**config.mk**
```make
export PLATFORM = sky130hd
export DESIGN_NAME = readout_classify_scheduler
export DESIGN_NICKNAME = d
export VERILOG_FILES = /design/src/rtl/readout_pkg.sv /design/src/rtl/readout_classify_scheduler_rr_arbiter.sv /design/src/rtl/readout_classify_scheduler.sv
export SDC_FILE = /design/constraint.sdc
export NUM_CORES = 1
export LEC_CHECK = 0
export CORE_AREA = 2 2 168 154
export DETAILED_ROUTE_END_ITERATION = 6
export DIE_AREA = 0 0 170 156
export PLACE_DENSITY = 0.61
export SYNTH_ARGS = -nofsm -noshare
export SYNTH_HDL_FRONTEND = slang
export SYNTH_SLANG_ARGS = --single-unit
```
**constraint.sdc**
```tcl
create_clock -name ap_clk -period 9.6 [get_ports ap_clk]
set_input_delay 1.92 -clock ap_clk [delete_from_list [all_inputs] [get_ports ap_clk]]
set_output_delay 1.92 -clock ap_clk [all_outputs]
set_load 0.05 [all_outputs]
```
**src/rtl/readout_pkg.sv**
```systemverilog
// Shared definitions for the readout classifier scheduler.
//   sched_state_t : scheduler FSM states
//   I_/Q_ offsets : bit positions of the I/Q fields inside an AXIS word
//   CH_BITS       : width of a channel index
//   REGION_BITS   : width of the per-channel BRAM address pointer
package readout_pkg;

  typedef enum logic [1:0] {
    IDLE  = 2'd0,
    LOAD  = 2'd1,
    WAIT  = 2'd2,
    STORE = 2'd3
  } sched_state_t;

  localparam int unsigned I_MSB = 31;
  localparam int unsigned I_LSB = 18;
  localparam int unsigned Q_MSB = 17;
  localparam int unsigned Q_LSB = 4;

  function automatic int unsigned CH_BITS(input int unsigned n);
    return (n > 1) ? $clog2(n) : 1;
  endfunction

  function automatic int unsigned REGION_BITS(input int unsigned addr_bits,
                                              input int unsigned n);
    return addr_bits - CH_BITS(n);
  endfunction

endpackage

```
**src/rtl/readout_classify_scheduler_rr_arbiter.sv**
```systemverilog
// Combinational round-robin arbiter.
//   i_req       : request vector
//   i_rr_ptr    : index with top priority
//   o_grant     : one-hot grant (all zero when no request)
//   o_grant_idx : index of the granted request (0 when no request)
module rr_arbiter
  import readout_pkg::*;
#(
  parameter int unsigned N  = 4,
  parameter int unsigned IW = CH_BITS(N)
) (
  input  logic [N-1:0]  i_req,
  input  logic [IW-1:0] i_rr_ptr,
  output logic [N-1:0]  o_grant,
  output logic [IW-1:0] o_grant_idx
);

  logic [IW-1:0] w_idx;
  logic          w_found;

  // Scan upward from i_rr_ptr with wrap; the first set request wins.
  always_comb begin
    o_grant     = '0;
    o_grant_idx = '0;
    w_found     = 1'b0;
    w_idx       = '0;
    for (int unsigned i = 0; i < N; i++) begin
      w_idx = IW'((32'(i_rr_ptr) + i) % N);
      if (!w_found && i_req[w_idx]) begin
        w_found        = 1'b1;
        o_grant[w_idx] = 1'b1;
        o_grant_idx    = w_idx;
      end
    end
  end

endmodule

```
**src/rtl/readout_classify_scheduler.sv**
```systemverilog
// Shares one NN readout classifier between NUM_CH readout channels.
//   ap_clk, rst     : clock, synchronous active-high reset
//   cfg_enable      : per-channel enable mask
//   cfg_clear       : pulse, clears address pointers, drop counters, err_timeout
//   trigger         : per-channel trigger pulses
//   in_TDATA/TVALID : per-channel AXIS sample streams (no back-pressure)
//   cls_*           : muxed stream to the classifier, start pulse, done/pred back
//   out_ADDR/DATA/WE: prediction BRAM write port, address {grant_ch, ptr}
//   busy, grant_ch  : scheduler status
//   drop_cnt        : per-channel saturating dropped-trigger counters
//   err_timeout     : sticky classifier timeout flag
module readout_classify_scheduler
  import readout_pkg::*;
#(
  parameter int unsigned NUM_CH         = 4,
  parameter int unsigned DATA_WIDTH     = 32,
  parameter int unsigned WINDOW_SIZE    = 400,
  parameter int unsigned PRED_BITS      = 2,
  parameter int unsigned BRAM_ADDR_BITS = 14,
  parameter int unsigned TIMEOUT_CYCLES = 1024,
  parameter int unsigned DROP_BITS      = 8
) (
  input  logic                           ap_clk,
  input  logic                           rst,
  input  logic [NUM_CH-1:0]              cfg_enable,
  input  logic                           cfg_clear,
  input  logic [NUM_CH-1:0]              trigger,
  input  logic [NUM_CH*DATA_WIDTH-1:0]   in_TDATA,
  input  logic [NUM_CH-1:0]              in_TVALID,
  output logic                           cls_start,
  output logic [DATA_WIDTH-1:0]          cls_TDATA,
  output logic                           cls_TVALID,
  output logic                           cls_TLAST,
  input  logic                           cls_done,
  input  logic [PRED_BITS-1:0]           cls_pred,
  output logic [BRAM_ADDR_BITS-1:0]      out_ADDR,
  output logic [PRED_BITS-1:0]           out_DATA,
  output logic                           out_WE,
  output logic                           busy,
  output logic [$clog2(NUM_CH)-1:0]      grant_ch,
  output logic [NUM_CH*DROP_BITS-1:0]    drop_cnt,
  output logic                           err_timeout
);

  localparam int unsigned CW = CH_BITS(NUM_CH);
  localparam int unsigned RW = REGION_BITS(BRAM_ADDR_BITS, NUM_CH);
  localparam int unsigned BW = $clog2(WINDOW_SIZE + 1);
  localparam int unsigned TW = $clog2(TIMEOUT_CYCLES + 1);

  sched_state_t           r_state;
  logic [CW-1:0]          r_grant;
  logic [CW-1:0]          r_rr;
  logic [RW-1:0]          r_ptr  [NUM_CH];
  logic [DROP_BITS-1:0]   r_drop [NUM_CH];
  logic [BW-1:0]          r_beat;
  logic [TW-1:0]          r_wait;
  logic                   r_start;
  logic [DATA_WIDTH-1:0]  r_tdata;
  logic                   r_tvalid;
  logic                   r_tlast;
  logic                   r_we;
  logic [PRED_BITS-1:0]   r_data;
  logic                   r_err;

  logic [NUM_CH-1:0]      w_req;
  logic [NUM_CH-1:0]      w_grant_oh;
  logic [CW-1:0]          w_grant_idx;
  logic [NUM_CH-1:0]      w_drop_inc;
  logic [DATA_WIDTH-1:0]  w_sel_data;
  logic                   w_sel_valid;

  assign w_req = trigger & cfg_enable;

  rr_arbiter #(
    .N  (NUM_CH),
    .IW (CW)
  ) u_arb (
    .i_req       (w_req),
    .i_rr_ptr    (r_rr),
    .o_grant     (w_grant_oh),
    .o_grant_idx (w_grant_idx)
  );

  // In IDLE only the losers of arbitration are dropped; otherwise every
  // enabled trigger is dropped because the classifier is occupied.
  assign w_drop_inc = (r_state == IDLE) ? (w_req & ~w_grant_oh) : w_req;

  always_comb begin
    w_sel_data  = '0;
    w_sel_valid = 1'b0;
    for (int unsigned c = 0; c < NUM_CH; c++) begin
      if (r_grant == CW'(c)) begin
        w_sel_data  = in_TDATA[c*DATA_WIDTH +: DATA_WIDTH];
        w_sel_valid = in_TVALID[c];
      end
    end
  end

  always_ff @(posedge ap_clk) begin
    if (rst) begin
      r_state  <= IDLE;
      r_grant  <= '0;
      r_rr     <= '0;
      r_beat   <= '0;
      r_wait   <= '0;
      r_start  <= 1'b0;
      r_tdata  <= '0;
      r_tvalid <= 1'b0;
      r_tlast  <= 1'b0;
      r_we     <= 1'b0;
      r_data   <= '0;
      r_err    <= 1'b0;
      for (int unsigned c = 0; c < NUM_CH; c++) begin
        r_ptr[c]  <= '0;
        r_drop[c] <= '0;
      end
    end else begin
      r_start <= 1'b0;
      r_we    <= 1'b0;
      case (r_state)
        IDLE: begin
          if (|w_req) begin
            r_grant <= w_grant_idx;
            r_rr    <= (w_grant_idx == CW'(NUM_CH - 1)) ? '0 : w_grant_idx + 1'b1;
            r_start <= 1'b1;
            r_beat  <= '0;
            r_state <= LOAD;
          end
        end
        LOAD: begin
          // The last beat is presented for one cycle while still in LOAD,
          // so TVALID/TLAST never appear outside LOAD.
          if (r_tlast) begin
            r_tvalid <= 1'b0;
            r_tlast  <= 1'b0;
            r_wait   <= '0;
            r_state  <= WAIT;
          end else begin
            r_tdata  <= w_sel_data;
            r_tvalid <= w_sel_valid;
            if (w_sel_valid) begin
              r_beat  <= r_beat + 1'b1;
              r_tlast <= (r_beat == BW'(WINDOW_SIZE - 1));
            end
          end
        end
        WAIT: begin
          if (cls_done) begin
            r_data  <= cls_pred;
            r_we    <= 1'b1;
            r_state <= STORE;
          end else if (r_wait == TW'(TIMEOUT_CYCLES - 1)) begin
            r_data  <= '1;
            r_err   <= 1'b1;
            r_we    <= 1'b1;
            r_state <= STORE;
          end else begin
            r_wait <= r_wait + 1'b1;
          end
        end
        STORE: begin
          r_state <= IDLE;
        end
        default: r_state <= IDLE;
      endcase

      // cfg_clear overrides the STORE increment; the write itself already
      // used the pre-clear pointer through out_ADDR.
      for (int unsigned c = 0; c < NUM_CH; c++) begin
        if (cfg_clear) begin
          r_ptr[c]  <= '0;
          r_drop[c] <= '0;
        end else begin
          if (r_state == STORE && r_grant == CW'(c))
            r_ptr[c] <= r_ptr[c] + 1'b1;
          if (w_drop_inc[c] && r_drop[c] != '1)
            r_drop[c] <= r_drop[c] + 1'b1;
        end
      end
      if (cfg_clear)
        r_err <= 1'b0;
    end
  end

  always_comb begin
    drop_cnt = '0;
    for (int unsigned c = 0; c < NUM_CH; c++)
      drop_cnt[c*DROP_BITS +: DROP_BITS] = r_drop[c];
  end

  assign cls_start   = r_start;
  assign cls_TDATA   = r_tdata;
  assign cls_TVALID  = r_tvalid;
  assign cls_TLAST   = r_tlast;
  assign out_ADDR    = {r_grant, r_ptr[r_grant]};
  assign out_DATA    = r_data;
  assign out_WE      = r_we;
  assign busy        = (r_state != IDLE);
  assign grant_ch    = r_grant;
  assign err_timeout = r_err;

endmodule
```
==> results.cfg, run 1 <==
[status]
status = complete, but fails checks
violations = design-rule violations

[sta]
hold_viol_final = 0
relSlewSlack_pct = 23.1
max_slew.worst_pin.slew_ns = 1.15
skew_ns = 0.0162
fin_hold_ws_ns = 0.454
slew_viol_final = 0
fmax_mhz = 215
tns_ns = 0
finalCritPeriodShare_pct = 48.5
final.min_clock_period_ns = 4.65
setup_violations = 0
rsz0062_at_grt = false

[critical_path]
crit_fanout = 9
crit_type = input port to flop
slowest_stage = o21ai_0
crit_buf_inv = 1
cp.depth = 6
cp-start-kind = input port
cp-end-kind = flop
crit_chain = clkdlybuf4s50_1, nand3_1, o211a_2, or2_0, a311oi_4, o21ai_0
crit_path_max_incr_delay_ns = 0.86
crit_family = compound AO/OA/AOI/OAI gates
worstPathArrival_ns = 4.68
worst_ep_required_time_ns = 9.63
worstRegToRegCells = 7

[floorplan]
die_w_um = 170
coreArea_mm2 = 0.0248
die_area_mm2 = 0.0265
num_io_pins = 234
die_y_um = 156
initial_core_util_pct = 34.5
rows = 55

[synth]
synthFlopType = edfxtp_1
synth_nets = 996
synthCells = 827
syn_avg_cell_area_um2 = 10.3
ys_warn_count = 0
async_reset_ff_share_pct = 0
ys_ff_latch = 147
syn-cell-area_mm2 = 0.00855
netlist_top_cells_area = edfxtp_1, dfxtp_1, mux4_2, nand2_1, xor2_1
synth_top_area_cell = edfxtp_1
yosysSeqAreaShare_pct = 43.8
synth_top_area_share_pct = 28.1
synth-edff-count = 80
synth_cell_types = 60

[job]
drv_cap = 0

[clock_network]
cts_setup_buffers = 0
htree_levels = 4
cts_buffer_depth = 2
hold_buffers = 0
cts-root-buf = clkbuf_16
clk_latency_ns = 0.42
path_clk_slew_ns = 0.06
cts_tree = yes
cts_resized = 0
numCtsBuffers = 17
numClockSinks = 147

[global_routing]
grtUsageTotal_pct = 18.4
grt_max_degree = 52
grt_pass1_wl_um = 37700
antenna_found_initial = 0
grt_pass1_vias = 6641
overflow = 0

[placement]
io_buffers = 233
gp_congestion = 0.833
dp.cells = 1336
hpwl_um = 19000

[power]
combPwrFrac_pct = 46.4
switching_power_uw = 1190
seqPwrFrac_pct = 31.1
p_int_uw = 1620
ir_drop_mv = 0.114
powerDensity_mw_per_mm2 = 240
p_leak_uw = 0.00399
p_sw_share_pct = 42.3
power.total_uw = 2810
clockPowerShare_pct = 22.5

[detailed_routing]
ant_nets = 0
drc = 2
vias = 7262
firstDrtPassIters = 7
initialDrtViolationCount = 581
viasPerCell = 5.31
wl_per_cell_um = 18.4
routed_wirelength_um = 25200

[cells_and_area]
final_common_cell = clkdlybuf4s50_1
stdcell_count = 1368
final_layout_size_suffix_gt1_share_pct = 9.95
final_util_pct = 47.2
diodes = 0
final_cell_mix = clkdlybuf4s50_1, nand2_1, edfxtp_1, nor2_1, dfxtp_1
fin_nets = 1211
areaGrowthSynthToFinish_pct = 36.6

[min_path]
hold_depth = 2
min_path_type = flop to flop
## flip-flops by register name, summed over array words and instances (netlist names), 2 cells and up, named ones only
signal and count:
r_beat 9, r_ptr 48, r_wait 11, grant_ch 2, r_rr 2, cls_TDATA 32
r_drop 32, out_DATA 2, r_state 2
## per-stage QoR
step	setup slack [ns]	cell area [um2]
3_5_place_dp	4.55	11100
3_3_place_gp	4.66	11100
6_report	4.95	11700
2_1_floorplan	5.42	8550
5_1_grt	4.76	11700
4_1_cts	5.00	11700
## layer usage
layer / wire length [um] / GRT usage, %
met5: 0 / 0
met4: 123 / 3.34
met3: 1210 / 3.68
met2: 12300 / 29.2
met1: 11600 / 26.1
## cell families (layout without fill, tap and decap cells)
group                      Yosys count  count (layout)  share of synthesized area (%)
adders and majority gates           23              23                           3.37
muxes                               46              46                           12.0
DFF                                147             147                           43.8
AOI/OAI and AO/OA                  112             112                           9.18
xor gates and xnor gates            67              67                           6.86
buffers and inverters               58             286                           2.91
and+or+nand+nor                    374             374                           21.9
## Yosys cell counts, types with 2 or more instances
| cell | count |
|---|---|
| dfxtp_1 | 67 |
| nand4_1 | 19 |
| a22oi_1 | 2 |
| xnor2_1 | 24 |
| nor4_1 | 2 |
| o221a_2 | 2 |
| o31ai_2 | 2 |
| nor4b_1 | 2 |
| and4b_1 | 3 |
| nand4bb_1 | 2 |
| a311oi_1 | 5 |
| a211oi_1 | 3 |
| inv_1 | 15 |
| ha_1 | 23 |
| o21ai_2 | 2 |
| nand2b_1 | 5 |
| nand3_1 | 43 |
| buf_2 | 7 |
| or3_1 | 11 |
| mux4_2 | 45 |
| clkbuf_1 | 27 |
| a21oi_1 | 57 |
| o211ai_1 | 3 |
| nor3_1 | 34 |
| nor2b_1 | 5 |
| nor3b_2 | 4 |
| buf_1 | 2 |
| nand2_1 | 121 |
| buf_4 | 6 |
| and4_1 | 10 |
| edfxtp_1 | 80 |
| or2_2 | 2 |
| o21ai_1 | 4 |
| o211a_2 | 2 |
| nor2_1 | 75 |
| a311oi_4 | 4 |
| or4_1 | 5 |
| o31ai_1 | 5 |
| and3_1 | 18 |
| xor2_1 | 43 |
| o21ai_0 | 13 |
| nand4b_1 | 5 |
## worst reg2reg max path, stage by stage (launching register included)
cell	delay, ns
dfxtp_1	0.86
inv_1	0.32
ha_1	0.56
and4bb_1	0.29
or4_4	0.59
nand4_2	0.14
a311oi_4	0.16
o21ai_0	0.86
## final cells by class
| type | count | area [um2] |
|---|---|---|
| fillers | 2294 | 13100 |
| multi-input cells | 622 | 4560 |
| flip-flops and latches | 147 | 3750 |
| repair buffers | 238 | 2360 |
| clock buffers | 22 | 487 |
| well taps | 313 | 392 |
| clock inverters | 10 | 72.6 |
| inverters | 16 | 60.1 |
## worst paths after layout
path	from	to	slack, ns
max reg2reg	r_rr[0]$_SDFFE_PP0P_	r_drop[3][5]$_SDFFCE_PN0P_	5.44
min reg2reg	cls_TDATA[2]$_SDFFE_PP0P_	cls_TDATA[2]$_SDFFE_PP0P_	0.45
max	cfg_enable[2]	r_drop[3][5]$_SDFFCE_PN0P_	4.95
min	cls_TDATA[2]$_SDFFE_PP0P_	cls_TDATA[2]$_SDFFE_PP0P_	0.45
## power groups by stage
stage,Combinational [uW],Clock [uW],Sequential [uW]
final,1300,632,872
after floorplan,770,0,1020
after global routing,1390,669,891
after CTS,1310,645,874
after global placement,1300,0,885
after detailed placement,1300,0,887
(Power assumes the default switching activity.)
==> inputs of run 2 (changes only) <==
--- a/config.mk
+++ b/config.mk
@@ -8,7 +8,7 @@
 export CORE_AREA = 2 2 168 154
 export DETAILED_ROUTE_END_ITERATION = 6
 export DIE_AREA = 0 0 170 156
-export PLACE_DENSITY = 0.61
+export PLACE_DENSITY = 0.63
 export SYNTH_ARGS = -nofsm -noshare
 export SYNTH_HDL_FRONTEND = slang
 export SYNTH_SLANG_ARGS = --single-unit
==> constraint.sdc (replaced) <==
create_clock -name ap_clk -period 4.05 [get_ports ap_clk]
set_input_delay 0.81 -clock ap_clk [delete_from_list [all_inputs] [get_ports ap_clk]]
set_output_delay 0.81 -clock ap_clk [all_outputs]
set_load 0.05 [all_outputs]
==> run 2 against run 1 <==
Effect of this change:
- the run now ends clean
- sequential share of layout area decreased by 0.30 points
- via count is 0.23% higher
- design area rose by 0.94%
- routed wire length is 1.1% lower
- highest routed layer unchanged
- worst hold slack got worse by 0.0015 ns
- first-iteration DRC count shrank 4.3%
- critical endpoint is now busy
- utilization increased by 0.44 points
- count of clock-buffer cells in the layout shrank 3
==> results.cfg, run 2 (synthesis results as in run 1) <==
[detailed_routing]
firstDrtPassIters = 5
initialDrtViolationCount = 556
viasPerCell = 5.28
routed_wirelength_um = 24900
vias = 7279
ant_nets = 0
wl_per_cell_um = 18.1
drc = 0

[critical_path]
cp-end-kind = output pin
reg2reg_slack_ns = 0.91
worst_ep_required_time_ns = 3.24
crit_type = flop to output pin
cp-start-kind = flop
worstPathArrival_ns = 2.52
crit_fanout = 10
worstRegToRegCells = 7

[global_routing]
grt_pass1_vias = 6722
grtUsageTotal_pct = 18.4
grt_pass1_wl_um = 38000
overflow = 0
antenna_found_initial = 0
grt_max_degree = 48

[cells_and_area]
fin_nets = 1221
largest_reg_flops = 48
regMostFlops = r_ptr
final_layout_size_suffix_gt1_share_pct = 11.1
diodes = 0
final_common_cell = clkdlybuf4s50_1
areaGrowthSynthToFinish_pct = 37.9
final_cell_mix = clkdlybuf4s50_1, nand2_1, edfxtp_1, nor2_1, dfxtp_1

[clock_network]
hold_buffers = 0
path_clk_slew_ns = 0.07
clk_latency_ns = 0.43
cts_resized = 0
numCtsBuffers = 17
numClockSinks = 147
cts-root-buf = clkbuf_16
cts_buffer_depth = 2
cts_setup_buffers = 0
cts_tree = yes
htree_levels = 4

[sta]
hold_viol_final = 0
fin_hold_ws_ns = 0.452
fmax_mhz = 300
max_slew.worst_pin.slew_ns = 0.987
finalCritPeriodShare_pct = 82.2
tns_ns = 0
fin_ws_ns = 0.720
skew_ns = 0.0107
relSlewSlack_pct = 34.2
setup_violations = 0
rsz0062_at_grt = false
final.min_clock_period_ns = 3.33
slew_viol_final = 0

[floorplan]
num_io_pins = 234
initial_core_util_pct = 34.5
die_area_mm2 = 0.0265
die_y_um = 156
coreArea_mm2 = 0.0248
die_w_um = 170
rows = 55

[status]
status = complete, no violations

[power]
p_leak_uw = 0.00406
powerDensity_mw_per_mm2 = 576
ir_drop_mv = 0.293

[placement]
hpwl_um = 19000
post-place-ws_ns = 0.522
io_buffers = 233
gp_congestion = 0.829

[min_path]
min_path_type = flop to flop
hold_depth = 2

[job]
drv_cap = 0
[run 2: cell types whose count changed in the layout (fill, tap and decap cells not counted)]
cell	delta
clkbuf_1	-3
clkinv_4	-1
clkinv_2	+1
buf_4	+10
inv_4	-1
bufinv_16	+1
inv_6	+3
[run 2: layout make-up]
class / count / area, um2
fillers: 2305 / 13000
multi-input cells: 622 / 4560
flip-flops and latches: 147 / 3750
repair buffers: 248 / 2440
clock buffers: 19 / 475
well taps: 313 / 392
clock inverters: 13 / 119
inverters: 16 / 60.1
[run 2: critical path: stages (launching register included)]
cell             delay, ns
dfxtp_1               0.34
inv_1                 0.09
ha_1                  0.39
clkinv_1              0.45
clkdlybuf4s50_1       0.83
[run 2: per-layer routing]
metal | part of all wire, % | track usage [%] | wire length (um)
met3 | 4.5 | 3.60 | 1120
met4 | 1.0 | 4.76 | 257
met1 | 47 | 27.0 | 11700
met2 | 47 | 27.9 | 11800
met5 | 0 | 0 | 0
[run 2: worst paths after layout]
path | startpoint | endpoint
min reg2reg | cls_TDATA[28]$_SDFFE_PP0P_ | cls_TDATA[28]$_SDFFE_PP0P_
max | r_state[0]$_SDFFE_PP0P_ | busy
min | cls_TDATA[28]$_SDFFE_PP0P_ | cls_TDATA[28]$_SDFFE_PP0P_
max reg2reg | r_rr[0]$_SDFFE_PP0P_ | r_drop[1][0]$_SDFFCE_PN0P_
[run 2: per-stage QoR]
| step | cells | instance area (um2) | power [uW] | utilization (%) |
|---|---|---|---|---|
| detailed placement | 1346 | 11200 | 5230 | 45.2 |
| global placement | 1346 | 11200 | 5220 | 45.2 |
| floorplan | 827 | 8550 | 4250 | - |
| global route | 1378 | 11800 | 7140 | 47.6 |
| finish | 1378 | 11800 | 6790 | 47.6 |
| CTS | 1378 | 11800 | 6840 | 47.6 |
[run 2: report_power, final]
group          internal (uW)  switching, uW
clock                    927            672
sequential              1780            231
combinational           1230           1950
==> inputs of run 3 (changes only) <==
--- a/config.mk
+++ b/config.mk
@@ -8,7 +8,7 @@
 export CORE_AREA = 2 2 168 154
 export DETAILED_ROUTE_END_ITERATION = 6
 export DIE_AREA = 0 0 170 156
-export PLACE_DENSITY = 0.63
+export PLACE_DENSITY = 0.61
 export SYNTH_ARGS = -nofsm -noshare
 export SYNTH_HDL_FRONTEND = slang
 export SYNTH_SLANG_ARGS = --single-unit
==> constraint.sdc (replaced) <==
create_clock -name ap_clk -period 3.3 [get_ports ap_clk]
set_input_delay 0.66 -clock ap_clk [delete_from_list [all_inputs] [get_ports ap_clk]]
set_output_delay 0.66 -clock ap_clk [all_outputs]
set_load 0.05 [all_outputs]
==> run 3 against run 2 <==
Effect of this change:
- clock skew decreased by 0.0012 ns
- worst hold slack improved by 0.0033 ns
- power increased by 23%
- sequential share of layout area decreased by 0.30 points
- largest cell class unchanged
==> results.cfg, run 3 (synthesis results as in run 1) <==
[floorplan]
die_w_um = 170
rows = 55
coreArea_mm2 = 0.0248
initial_core_util_pct = 34.5
die_area_mm2 = 0.0265
die_y_um = 156
num_io_pins = 234

[global_routing]
grt_max_degree = 50
grt_pass1_vias = 6855
grtUsageTotal_pct = 18.5
overflow = 0
antenna_found_initial = 0
grt_pass1_wl_um = 38500

[detailed_routing]
firstDrtPassIters = 5
viasPerCell = 5.25
drc = 0
wl_per_cell_um = 18.1
initialDrtViolationCount = 631
routed_wirelength_um = 25200
vias = 7315
ant_nets = 0

[critical_path]
cp-start-kind = flop
crit_type = flop to flop
crit_family = simple AND/OR/NAND/NOR gates
crit_fanout = 11
crit_path_max_incr_delay_ns = 0.59
cp.depth = 7
slowest_stage = or4_4
worstRegToRegCells = 7
worst_ep_required_time_ns = 3.34
crit_chain = inv_1, ha_1, and4bb_1, or4_4, nand4_1, a311oi_4, o21ai_1
worstPathArrival_ns = 3.10
crit_buf_inv = 1
cp-end-kind = flop

[sta]
final.min_clock_period_ns = 3.06
tns_ns = 0
max_slew.worst_pin.slew_ns = 1.06
hold_viol_final = 0
fmax_mhz = 327
relSlewSlack_pct = 29.1
finalCritPeriodShare_pct = 92.8
skew_ns = 0.00946
setup_violations = 0
rsz0062_at_grt = false
slew_viol_final = 0

[clock_network]
cts-root-buf = clkbuf_16
clk_latency_ns = 0.42
cts_setup_buffers = 0
cts_buffer_depth = 2
cts_tree = yes
numCtsBuffers = 17
hold_buffers = 0
htree_levels = 4
numClockSinks = 147
cts_resized = 0
path_clk_slew_ns = 0.06

[min_path]
hold_depth = 2
min_path_type = flop to flop

[job]
drv_cap = 0

[cells_and_area]
final_layout_size_suffix_gt1_share_pct = 12.3
diodes = 0
final_cell_mix = clkdlybuf4s50_1, nand2_1, edfxtp_1, nor2_1, dfxtp_1
regMostFlops = r_ptr
final_common_cell = clkdlybuf4s50_1
areaGrowthSynthToFinish_pct = 39.2
fin_nets = 1236
largest_reg_flops = 48

[placement]
io_buffers = 233
hpwl_um = 19100
gp_congestion = 0.834

[power]
power.total_uw = 8380
powerDensity_mw_per_mm2 = 704
p_leak_uw = 0.00413
ir_drop_mv = 0.403

[status]
status = complete, no violations
-- run 3: changes by cell type in the layout (fill, tap and decap cells not counted) --
cell / before / now
clkinv_4: 2 / 5
inv_6: 3 / 2
clkinv_2: 4 / 0
clkbuf_2: 0 / 1
buf_4: 15 / 30
clkbuf_8: 0 / 2
bufinv_16: 1 / 0
-- run 3: where the power goes --
part	internal, uW	switching (uW)
clock	1110	808
combinational	1580	2420
sequential	2180	277
-- run 3: tightest hold or removal path: stages, from the launching register on --
cell and delay [ns]:
dfxtp_1 0.31, nand2_1 0.05, a21oi_1 0.05
-- run 3: stage by stage --
step / std cells / hold WS [ns] / worst slack, ns / util [%] / cell area, um2
floorplan: 827 / 0.441 / 0.0619 / - / 8550
global placement: 1361 / 0.441 / 0.137 / 45.7 / 11300
CTS: 1393 / 0.456 / 0.212 / 48.1 / 11900
global route: 1393 / 0.468 / 0.0521 / 48.1 / 11900
finish: 1393 / 0.455 / 0.238 / 48.1 / 11900
detailed placement: 1361 / 0.446 / 0.0838 / 45.7 / 11300
-- run 3: per-layer routing --
metal / vias to the layer above / wire length (um) / track usage [%]
met1: 3570 / 12000 / 27.6
met2: 165 / 11900 / 27.7
li1: 3559 / - / -
met5: - / 0 / 0
met4: 0 / 324 / 4.84
met3: 21 / 896 / 3.32
-- run 3: layout make-up --
| type | count | area (um2) |
|---|---|---|
| Timing Repair Buffer | 263 | 2550 |
| Fill cell | 2305 | 12900 |
| Inverter | 16 | 60.1 |
| Clock inverter | 10 | 86.3 |
| Multi-Input combinational cell | 622 | 4560 |
| Sequential cell | 147 | 3750 |
| Tap cell | 313 | 392 |
| Clock buffer | 22 | 508 |
-- run 3: final timing paths --
| path | startpoint | endpoint | slack [ns] |
|---|---|---|---|
| setup / recovery | r_rr[0]$_SDFFE_PP0P_ | r_drop[0][7]$_SDFFCE_PN0P_ | 0.24 |
| hold / removal | cls_TDATA[25]$_SDFFE_PP0P_ | cls_TDATA[25]$_SDFFE_PP0P_ | 0.46 |
| setup reg to reg | r_rr[0]$_SDFFE_PP0P_ | r_drop[0][7]$_SDFFCE_PN0P_ | 0.24 |
| hold reg to reg | cls_TDATA[25]$_SDFFE_PP0P_ | cls_TDATA[25]$_SDFFE_PP0P_ | 0.46 |
